[src/rtl/store_write_buffer.sv]
// ============================================================================
// Module   : store_write_buffer
// Purpose  : Store FIFO in front of a byte-addressable data memory. Stores
//            drain in idle port cycles, loads take priority, exact-address
//            loads are forwarded from the buffer and partially overlapping
//            loads stall until the overlapping store has drained.
// Revision : 1.0 - initial release
// ============================================================================
`default_nettype none

module store_write_buffer #(
   parameter int DEPTH = 4,
   parameter int AW    = 16,
   parameter int DW    = 16
) (
   input  logic          clk,
   input  logic          reset,
   input  logic          st_valid,
   output logic          st_ready,
   input  logic [AW-1:0] st_addr,
   input  logic [DW-1:0] st_data,
   input  logic          ld_valid,
   output logic          ld_ready,
   input  logic [AW-1:0] ld_addr,
   output logic          ld_rvalid,
   output logic [DW-1:0] ld_rdata,
   output logic          empty,
   output logic [AW-1:0] mem_addr,
   output logic [DW-1:0] mem_wdata,
   output logic          mem_read,
   output logic          mem_write,
   input  logic [DW-1:0] mem_rdata
);

   localparam int PW = $clog2(DEPTH);
   localparam int CW = PW + 1;

   logic [AW-1:0] buf_addr [DEPTH];
   logic [DW-1:0] buf_data [DEPTH];
   logic [PW-1:0] head;
   logic [PW-1:0] tail;
   logic [CW-1:0] count;

   logic          hit;
   logic          partial;
   logic [DW-1:0] fwd_data;
   logic [PW-1:0] idx;
   logic          accept;
   logic          push;
   logic          pop;

   // Scan live entries oldest to youngest so the last exact match found is the youngest.
   always_comb begin
      hit      = 1'b0;
      partial  = 1'b0;
      fwd_data = '0;
      idx      = '0;
      for (int k = 0; k < DEPTH; k++) begin
         idx = head + PW'(k);
         if (CW'(k) < count) begin
            if (buf_addr[idx] == ld_addr) begin
               hit      = 1'b1;
               fwd_data = buf_data[idx];
            end
            // Neighbouring word start addresses share one byte (AW-bit wrap).
            if ((buf_addr[idx] == ld_addr + AW'(1)) ||
                (buf_addr[idx] + AW'(1) == ld_addr)) begin
               partial = 1'b1;
            end
         end
      end
   end

   // Port arbitration: an accepted unforwarded load owns the port, otherwise drain the head.
   always_comb begin
      st_ready  = (count != CW'(DEPTH));
      empty     = (count == '0);
      ld_ready  = !partial;
      accept    = ld_valid && ld_ready;
      push      = st_valid && st_ready;
      mem_read  = accept && !hit;
      pop       = (count != '0) && !mem_read;
      mem_write = pop;
      mem_addr  = '0;
      mem_wdata = '0;
      if (mem_read) begin
         mem_addr = ld_addr;
      end else if (pop) begin
         mem_addr  = buf_addr[head];
         mem_wdata = buf_data[head];
      end
   end

   // Entry storage needs no reset; validity is tracked by head/count.
   always_ff @(posedge clk) begin
      if (push) begin
         buf_addr[tail] <= st_addr;
         buf_data[tail] <= st_data;
      end
   end

   // FIFO pointers and occupancy.
   always_ff @(posedge clk or negedge reset) begin
      if (!reset) begin
         head  <= '0;
         tail  <= '0;
         count <= '0;
      end else begin
         if (push) tail <= tail + PW'(1);
         if (pop)  head <= head + PW'(1);
         case ({push, pop})
            2'b10:   count <= count + CW'(1);
            2'b01:   count <= count - CW'(1);
            default: count <= count;
         endcase
      end
   end

   // Load response register: forwarded data or memory data, one cycle after accept.
   always_ff @(posedge clk or negedge reset) begin
      if (!reset) begin
         ld_rvalid <= 1'b0;
         ld_rdata  <= '0;
      end else begin
         ld_rvalid <= accept;
         if (accept) ld_rdata <= hit ? fwd_data : mem_rdata;
      end
   end

endmodule

`default_nettype wire

[config.mk]
export PLATFORM = sky130hd
export DESIGN_NAME = store_write_buffer
export DESIGN_NICKNAME = d
export VERILOG_FILES = /design/src/rtl/store_write_buffer.sv
export SDC_FILE = /design/constraint.sdc
export NUM_CORES = 1
export LEC_CHECK = 0
export ABC_AREA = 1
export BUFFER_PORTS_ARGS = -buffer_cell sky130_fd_sc_hd__buf_2
export CAP_MARGIN = 20
export CORE_MARGIN = 5
export CORE_UTILIZATION = 43
export DETAILED_ROUTE_END_ITERATION = 8
export HOLD_SLACK_MARGIN = 0.02
export PLACE_DENSITY = 0.68
export REMOVE_ABC_BUFFERS = 1
export SYNTH_ARGS = -nofsm -noshare
export SYNTH_HDL_FRONTEND = slang
export SYNTH_SLANG_ARGS = --single-unit
[constraint.sdc]
create_clock -name clk -period 4.65 [get_ports clk]
set_input_delay 0.6975 -clock clk [delete_from_list [all_inputs] [get_ports clk]]
set_output_delay 0.6975 -clock clk [all_outputs]
set_load 0.03 [all_outputs]
# Word-level counts from Yosys, hierarchy flattened
# Memory sizes are Yosys's and may differ from the RTL's.
# Index checks and enable logic that the tools add are counted.
# op_classes
mux	32
n_reduce_logical	14
n_eq_ne	15
magnitude_cmp	4
n_addsub	11
# ops
cell	n
$mux W16	13
$eq A16 B16 Y1	12
$add A16 B1 Y16 const B	5
$mux W1	18
$lt A1 B3 Y1 const A	2
$lt A2 B3 Y1 const A	2
$pmux W3 S2	1
$add A2 B1 Y2 const B	2
$add A2 B2 Y2 const B	2
$logic_and A1 B1 Y1	4
$logic_or A1 B1 Y1	4
$add A3 B1 Y3 const B	1
$logic_not A1 Y1	3
$logic_not A3 Y1	1
$ne A3 B3 Y1 const B	1
$reduce_bool A3 Y1	1
$sub A3 B1 Y3 const B	1
$eq A2 B1 Y1 const B	1
$eq A2 B2 Y1 const B	1
$reduce_bool A2 Y1	1
# totals
memories	2
mem_bits_rw	128
out_inout_bits	54
inputBits	68
elab_cells	83
reg_bits	24
# memory_table
name	depth	word_bits	rd	rd_ports_with_merged_regs	write_ports	line_no	rtl
buf_addr	4	16	4	0	1	38	logic [AW-1:0] buf_addr [DEPTH];
buf_data	4	16	4	0	1	39	logic [DW-1:0] buf_data [DEPTH];

# Logic depth before layout (Yosys ltp)
# Gate-level depths: netlist (run 1).
# An unclocked memory read counts as a cell.
# logic_depth
word_depth	19
depth_mapped	34
mapped_depth_nobuf	29

# Least setup slack after synthesis (run 1)
# OpenSTA, ideal clock, no wires.
# synth_timing
path_kind	input to output
startpoint	input port ld_addr[6]
endpoint	output port mem_wdata[10]
path_slack_ps	745
n_path_buf	3
required_time_ps	3953
arrival_time_ps	3207
stages	23
cell_sequence	buf_2 nand2_1 nor2_1 inv_1 nor2_1 nand2_1 nor2_1 nand3_1 nand2_1 nand2_1 nor2_1 nand2_1 nor2_1 nand2_1 nand2_1 nand2_1 nand2_1 nor2_1 nand4_2 buf_6 nand2_2 buf_6 nor2_1
# synth_via
elab_chain_cells	18
word_cells_on_any_way	41
cone_classes	add/sub (1); eq/ne (12); mux (18); reduce/logical (10)
# synth_lines
element	line_no	rtl
start, declared	24	input logic [AW-1:0] ld_addr,
$add A16 B1 Y16	66	if ((buf_addr[idx] == ld_addr + AW'(1)) ||
$eq A16 B16 Y1	66	
$logic_or A1 B1 Y1	66	
$mux W1	66	
$mux W1	60	if (CW'(k) < count) begin
$mux W1	66	
$mux W1	60	
$mux W1	66	
(+2 left out)	-	
$mux W1	60	
$logic_not A1 Y1	78	ld_ready = !partial;
$logic_and A1 B1 Y1	79	accept = ld_valid && ld_ready;
$logic_and A1 B1 Y1 *	81	mem_read = accept && !hit;
$logic_not A1 Y1	82	pop = (count != '0) && !mem_read;
$logic_and A1 B1 Y1	82	
$mux W16	88	end else if (pop) begin
$mux W16 *	86	if (mem_read) begin
end, declared	29	output logic [DW-1:0] mem_wdata,
# Every way passes the cells marked *; elsewhere a longest branch is shown, timed or not.

# Worst setup path after layout (run 1)
# layout_timing
startpoint	register head[0]
endpoint	output port mem_addr[6]
# layout_via
elab_chain_cells	19
word_cells_on_any_way	48
cone_classes	add/sub (7); eq/ne (12); mux (18); reduce/logical (10); memory (1)
# layout_lines
element	line_no	rtl
start, declared	40	logic [PW-1:0] head;
start signal, assigned	110	if (pop) head <= head + PW'(1);
$mem_v2 Z4 W16 *	-	
$add A16 B1 Y16	67	(buf_addr[idx] + AW'(1) == ld_addr)) begin
$eq A16 B16 Y1	67	
$logic_or A1 B1 Y1	66	
$mux W1	66	
$mux W1	60	
$mux W1	66	
$mux W1	60	
(+3 left out)	-	
$mux W1	60	
$logic_not A1 Y1	78	
$logic_and A1 B1 Y1	79	
$logic_and A1 B1 Y1	81	
$logic_not A1 Y1	82	
$logic_and A1 B1 Y1	82	
$mux W16	88	
$mux W16 *	86	
end, declared	28	output logic [AW-1:0] mem_addr,
# Marks and branches as above.

==> key figures, run 1 <==
Outcome
  • Result of the run: finished, final reports clean

Power and ir drop
  • Switching part of the total: 54.34%
  • Switching power total: 6.174 mW
  • Largest voltage drop on the vdd net: ~0.34 mV
  • Power share of the combinational group: 70.7%
  • Pleak: approximately 7.8 nW
  • Sequential share of power: 17.0%
  • Proportion of power drawn by the clock network: 12.3%
  • Pwr/cell area: roughly 710 mW/mm^2
  • Final Total Pwr: 11.36 mW
  • Cell Int Power: 5.189 mW

Layout
  • Final core occ: 52.01%
  • Number of inserted diodes: 0
  • Final Net Count: roughly 2300
  • Ratio of cells with drive above 1 in the final layout: 17.32%
  • Synthesis-to-layout area growth: 19.25%

Route
  • Detailed-routing iteration count for the pre-antenna-repair pass: 7
  • DRT iter0 DRCs: 1364
  • Wire length reported by the detailed router: roughly 48 mm
  • Post-detailed-route count of antenna-violating nets: 0
  • Vias/cell: 5.472
  • Total vias in the final route: approximately 14000
  • Number of remaining DRC errors: 0
  • WL/cell: 18.49 um

Die
  • Initial cell density of the core: around 44%
  • Number of placed I/O pins: 122
  • Vert. Die Dim: 186.1 um
  • Core outline area: approximately 0.031 mm^2
  • Number of core rows: 64
  • Die footprint: 0.03465 mm^2
  • Die span in x: approximately 190 um

Timing
  • Highest achievable clock rate: roughly 0.22 GHz
  • Share of the cycle needed by the critical path after routing: 98.54%
  • Post-route clock skew: between 10 and 15 ps
  • Min cycle time layout: 4582 ps
  • Number of pins exceeding their max-slew limit in the final report: 0
  • Max-slew headroom: between 40 and 50%
  • Final setup vio count: 0
  • Tightest Pin Transition: between 800 and 900 ps
  • Final-report hold violation count: 0

Global route
  • Maximum number of pins on one net before global-route repair: 94
  • Global-route usage over all layers: 26.84%
  • Peak-usage layer in the global routing report: met2
  • Wire length of the first global-routing pass: 72.39 mm
  • Remaining Overflow, GRT: 0
  • GR met3 Demand/Resource: 4.726%
  • Initial antenna violation count: 4
  • Number of global-route vias before repair: 13300
  • Global routing met2 resource utilization: 44.66%
  • Global routing met1 resource utilization: 35.39%

Logic synthesis
  • Post-synthesis cell count: 2071
  • Most instantiated flip-flop cell in the synthesis netlist: edfxtp_1
  • Async set-reset flop share out of synthesis: 15.79%
  • Number of register bits inferred by synthesis: 152
  • Distinct cells, synth: 44
  • Count of synthesis-stage warnings from yosys: 0
  • Area fraction of the dominant cell type after synthesis: 28.81%
  • Post-Syn Area: 0.01334 mm^2
  • Post-synth EDFFs: around 130
  • Share of synthesized area occupied by flip-flops and latches: roughly 33%
  • Commonest cells post-synth: nand2_1, nand3_1, inv_1
  • Most frequent cell after synthesis: nand2_1
  • Synth top area cells: edfxtp_1, nand2_1, nand3_1
  • Area leader, netlist: edfxtp_1
  • Syn avg cell area: 6.442 um^2

Clock tree
  • CTS tree: yes
  • # H-tree levels: 4
  • Number of buffers added by the clock tree synthesis step: 17
  • Post-CTS clock slew at the launch and capture registers of the worst setup and hold paths: about 70 ps
  • Clock tree buffer depth: 2
  • Sinks on Clock Net: 152
  • Clock latency of the later-clocked register in the worst-skew pair: roughly 440 ps
  • Cell at the root of the clock tree: clkbuf_16

Worst setup path
  • Critical path fanouts, max: 21
  • Crit. End Element: output pin
  • Cell depth of the worst flop-to-flop path: 28
  • Total stage count of the critical path: 17
  • Worst path max stage delay: between 500 and 600 ps
  • Worst path buffer plus inverter count: 5
  • Top cell by count, worst path: buf_12
  • Arrival time reported for the critical path endpoint: ~3900 ps
  • Element type at the critical path start: register
  • CP Class: reg2out
  • Data required time at the worst endpoint: just under 4000 ps
  • Cells along the critical path: buf_12 > nand2_2 > nand2_4 > buf_12 > o21ai_2 > xor2_1 > inv_1 > nor3_1 > nand3_1 > nor2_2 > nor2_1 > and2_1 > nand4_4 > buf_8 > nand3b_1 > nand2_1 > buf_2
  • Cell class contributing the biggest share of worst-path delay: simple AND/OR/NAND/NOR gates
  • Slowest CP cell: dfrtp_4

Placed design
  • GP Congestion: 0.9580
  • Total half-perimeter wirelength after legalization and detailed placement: about 35 mm
  • Count of buffers inserted at the top-level ports: 121

Min path
  • Class of the tightest hold or removal check: in2async

Flow run
  • Max-cap check violation count: 0
-- worst register-to-register path: cells and delay by family (launching register included) --
| family | cells | cell delay (ps) |
|---|---|---|
| DFF | 1 | 530 |
| AOI/OAI and AO/OA | 2 | 250 |
| adders and majority gates | 1 | 320 |
| and+or+nand+nor | 17 | 1710 |
| xor gates and xnor gates | 1 | 140 |
| buffers and inverters | 7 | 920 |
-- per-layer routing --
metal | part of all wire [%] | vias up | wire, um
met4 | 3.0 | 8 | 1441
li1 | - | 6925 | -
met2 | 47 | 613 | 22810
met3 | 8.3 | 95 | 4024
met1 | 42 | 6689 | 20100
met5 | 0.095 | - | 46
-- power by group through the flow --
stage                     Clock [mW]  Combinational, mW  Sequential (mW)
after global placement             0               6.96             1.92
after floorplan                    0               4.72             2.11
after global routing            1.48               8.80             1.95
final                           1.40               8.04             1.93
after CTS                       1.42               7.23             1.92
after detailed placement           0               7.04             1.93
-- logic make-up after synthesis --
kind of cell               synth area share, %
and+or+nand+nor                          41.75
buffers and inverters                    9.125
AOI/OAI and AO/OA                        7.146
DFF                                      33.31
xor gates and xnor gates                 4.952
muxes                                    2.401
adders and majority gates                1.313
-- layout make-up --
cell class                      instances  area, um^2
Clock buffer                           22       464.2
Clock inverter                         10       120.1
Fill cell                            3057       14680
Inverter                              193       752.0
Multi-Input combinational cell       1641        8079
Sequential cell                       152        4449
Tap cell                              396       495.5
Timing Repair Buffer                  205        1550
-- sequential cells by signal (all words and copies together) (netlist names) --
name / flops
buf_addr: 64
tail: 2
ld_rvalid: 1
head: 2
ld_rdata: 16
count: 3
buf_data: 64
-- cells in the final DEF, fill, tap and decap left out, types with 3 or more instances in the layout --
cell type  instances
nor2_4            18
nor2_2            16
mux2i_1           32
nand4_1           23
dfrtp_1           22
ha_1              11
or2_2             19
nand2_1          869
nand2_4            5
clkbuf_16         22
o22ai_1            6
nand3_2            6
nand3_1          198
a21oi_1           24
inv_2             17
buf_6              3
edfxtp_1         128
nand3b_1           5
xor2_2             8
o21ai_0          104
clkbuf_1           3
inv_1            171
nand2_2           34
buf_12             7
o21ai_2           10
xnor2_1           12
nor2_1           128
buf_2            112
o21ai_1           10
buf_4             70
inv_6              3
nor3_1            13
xor2_1            52
ha_4               3
a31oi_1           16
-- worst paths after layout --
check                              from  slack (ps)              to
max                             head[0]          70     mem_addr[6]
min in group clk             st_data[6]         470  buf_data[1][6]
max reg2reg                     head[0]         670        count[2]
min reg2reg                ld_rdata[11]         480    ld_rdata[11]
min                               reset         290     ld_rdata[4]
max in group asynchronous         reset        3860         head[0]
-- repair_timing --
| action | 4_1_cts | 5_1_grt |
|---|---|---|
| gates cloned | 2 | 7 |
| hold buffers | 0 | 0 |
| gates resized for setup | 24 | 109 |
| buffers inserted | 1 | 19 |
| pin swaps | 2 | 15 |
| setup endpoints to repair | 34 | 34 |
-- per-stage QoR --
| step | hold WS [ps] | TNS [ps] | area (um^2) | instances | setup slack [ps] |
|---|---|---|---|---|---|
| 6_report | 285.6 | 0 | 15910 | 2619 | 67.94 |
| 4_1_cts | 278.1 | 0 | 15250 | 2593 | 1.123 |
| 3_5_place_dp | 459.8 | 0 | 14490 | 2558 | 138.1 |
| 3_3_place_gp | 458.2 | 0 | 14490 | 2558 | 111.7 |
| 2_1_floorplan | 401.9 | -204840 | 12850 | 1984 | -4157 |
| 5_1_grt | 305.5 | -106.9 | 15910 | 2619 | -17.43 |
No activity file was read; power rests on OpenSTA's default activity.
==> run 2: changes to the inputs <==
- GPL_TIMING_DRIVEN: unset -> 0
==> key figures, run 2 (synthesis results as in run 1) <==
Timing
  • Max-slew headroom: 39.98% (-2.8 points)
  • Final setup vio count: 15 (+15)
  • Aggregate negative setup slack: -269.9 ps (-269.9 ps)
  • Tightest Pin Transition: 899.4 ps (+49.68 ps)
  • Highest achievable clock rate: 0.2132 GHz (-2.3%)
  • Post-route clock skew: 26.30 ps (+13.89 ps)
  • Min cycle time layout: 4691 ps (+108.6 ps)
  • Final-report hold violation count: 0 (unchanged)
  • Post-route worst setup slack: -40.71 ps (-108.6 ps)
  • Number of pins exceeding their max-slew limit in the final report: 0 (unchanged)
  • Share of the cycle needed by the critical path after routing: 100.9% (+2.3 points)
  • Unrepaired setup endpoints after global routing: true

Clock tree
  • Cell at the root of the clock tree: clkbuf_16
  • Clock tree buffer depth: 2 (unchanged)
  • Number of buffers added by the clock tree synthesis step: 17 (unchanged)
  • Sinks on Clock Net: 152 (unchanged)
  • CTS tree: yes
  • Post-CTS clock slew at the launch and capture registers of the worst setup and hold paths: 80 ps (about the same)
  • Clock latency of the later-clocked register in the worst-skew pair: 460 ps (+20 ps)
  • # H-tree levels: 4 (unchanged)

Layout
  • Most frequent standard cell in the layout excluding fill and tap cells: nand2_1
  • Ratio of cells with drive above 1 in the final layout: 21.44% (+4.1 points)
  • Commonest cells after routing, fill and taps aside: nand2_1, nand3_1, inv_1
  • Final Net Count: 2312 (+0.87%)
  • Registers with the most flip-flops: buf_addr x64, buf_data x64, ld_rdata x16
  • Synthesis-to-layout area growth: 28.52%

Power and ir drop
  • Largest voltage drop on the vdd net: 0.3982 mV (+16%)
  • Pwr/cell area: 754.7 mW/mm^2 (+5.7%)
  • Pleak: 8.148 nW (+5.1%)

Die
  • Die footprint: 0.03465 mm^2 (unchanged)
  • Number of placed I/O pins: 122 (unchanged)
  • Die span in x: 186.1 um (unchanged)
  • Number of core rows: 64 (unchanged)
  • Vert. Die Dim: 186.1 um (unchanged)
  • Initial cell density of the core: 43.62% (unchanged)
  • Core outline area: 0.03059 mm^2 (unchanged)

Global route
  • Global-route usage over all layers: 29.45% (+2.6 points)
  • Wire length of the first global-routing pass: 78.54 mm (+8.5%)
  • Initial antenna violation count: 4 (unchanged)
  • Maximum number of pins on one net before global-route repair: 65 (-31%)
  • Number of global-route vias before repair: 14280 (+7.4%)
  • Remaining Overflow, GRT: 0 (unchanged)

Route
  • Total vias in the final route: 15380 (+7.3%)
  • Vias/cell: 5.819 (+6.4%)
  • Number of remaining DRC errors: 0 (unchanged)
  • Post-detailed-route count of antenna-violating nets: 0 (unchanged)
  • WL/cell: 20.76 um (+12%)
  • DRT iter0 DRCs: 2017 (+48%)
  • Detailed-routing iteration count for the pre-antenna-repair pass: 7 (unchanged)
  • Wire length reported by the detailed router: 54.87 mm (+13%)

Placed design
  • Count of buffers inserted at the top-level ports: 121 (unchanged)
  • Total half-perimeter wirelength after legalization and detailed placement: 33.14 mm (-5.8%)
  • GP Congestion: 1.026 (+7.1%)
  • Post-Place Setup Slack: -3106 ps (-3244 ps)

Min path
  • Class of the tightest hold or removal check: in2async

Worst setup path
  • Element type at the critical path start: register
  • Top cell by count, worst path: nand2_1
  • Critical path fanouts, max: 7 (-67%)
  • Slowest CP cell: dfrtp_4
  • Worst path max stage delay: 530 ps (-40 ps)
  • Crit. End Element: output pin
  • CP Class: reg2out
  • Setup slack of the most critical reg-to-reg path: 530 ps (-140 ps)
  • Data required time at the worst endpoint: 3950 ps (about the same)
  • Arrival time reported for the critical path endpoint: 3990 ps (+110 ps)

Outcome
  • Failing checks: negative setup slack
  • Result of the run: complete, but fails checks

Flow run
  • Max-cap check violation count: 0 (unchanged)
## run 2: cell types whose count changed in the layout (fill, tap and decap cells not counted), moves of 10 or more
| cell | delta |
|---|---|
| nand2_1 | -33 |
| buf_2 | -23 |
| buf_6 | +19 |
| nand2_2 | +16 |
| nor2_1 | -15 |
| nand2_4 | +14 |
| nor2_4 | +10 |
| xor2_1 | -10 |
| xor2_2 | +10 |
## run 2: metal layers
layer / routed length [um] / vias to the layer above / track usage (%)
li1: - / 6967 / -
met5: 7 / - / 0
met2: 24150 / 1070 / 46.23
met1: 21020 / 7109 / 39.07
met4: 3151 / 2 / 14.19
met3: 6538 / 232 / 6.009
## run 2: layout make-up
cell class	count	area [um^2]
Timing Repair Buffer	215	2090
Clock buffer	18	429.2
Sequential cell	152	4452
Fill cell	2807	13440
Tap cell	396	495.5
Inverter	193	800.8
Timing Repair inverter	3	28.78
Antenna cell	4	10.01
Multi-Input combinational cell	1648	8683
Clock inverter	14	157.7
## run 2: worst paths after layout
check | depth (start not counted) | end | start
max in group asynchronous | 1 | head[0] | reset
min in group clk | 1 | buf_data[1][11] | st_data[11]
min reg2reg | 2 | ld_rdata[9] | ld_rdata[9]
max | 28 | mem_addr[7] | head[0]
min | 1 | ld_rdata[8] | reset
max reg2reg | 32 | count[2] | head[0]
## run 2: worst max-delay path, delay by kind of cell, from the launching register on
kind                       cells  cell delay, ps
DFF                            1             530
AOI/OAI and AO/OA              1             170
and+or+nand+nor               18            1580
adders and majority gates      1             170
buffers and inverters          8            1060
## run 2: metrics by stage
stage               std cells  power [mW]  utilization (%)  cell area (um^2)  hold WS, ps
finish                   2643       12.94            56.05             17150        270.8
global route             2641       13.66            56.04             17140        304.3
CTS                      2610       11.62            53.10             16240        277.3
detailed placement       2513       8.818            46.65             14270        459.5
global placement         2501       8.663            45.60             13950        459.0
floorplan                1984       6.830                -             12850        401.9
## run 2: where the power goes
part / total [mW] / switching, mW / internal, mW
clock: 1.45 / 0.689 / 0.765
combinational: 9.56 / 6.26 / 3.30
sequential: 1.92 / 0.146 / 1.78
total: 12.9 / 7.10 / 5.84
## run 2: timing repair
item                       in CTS  in global routing
setup endpoints to repair      57                 34
pin swaps                      27                 57
hold buffers                    0                  0
resized for setup             165                137
setup buffers                  46                 20
cloned                         19                  8
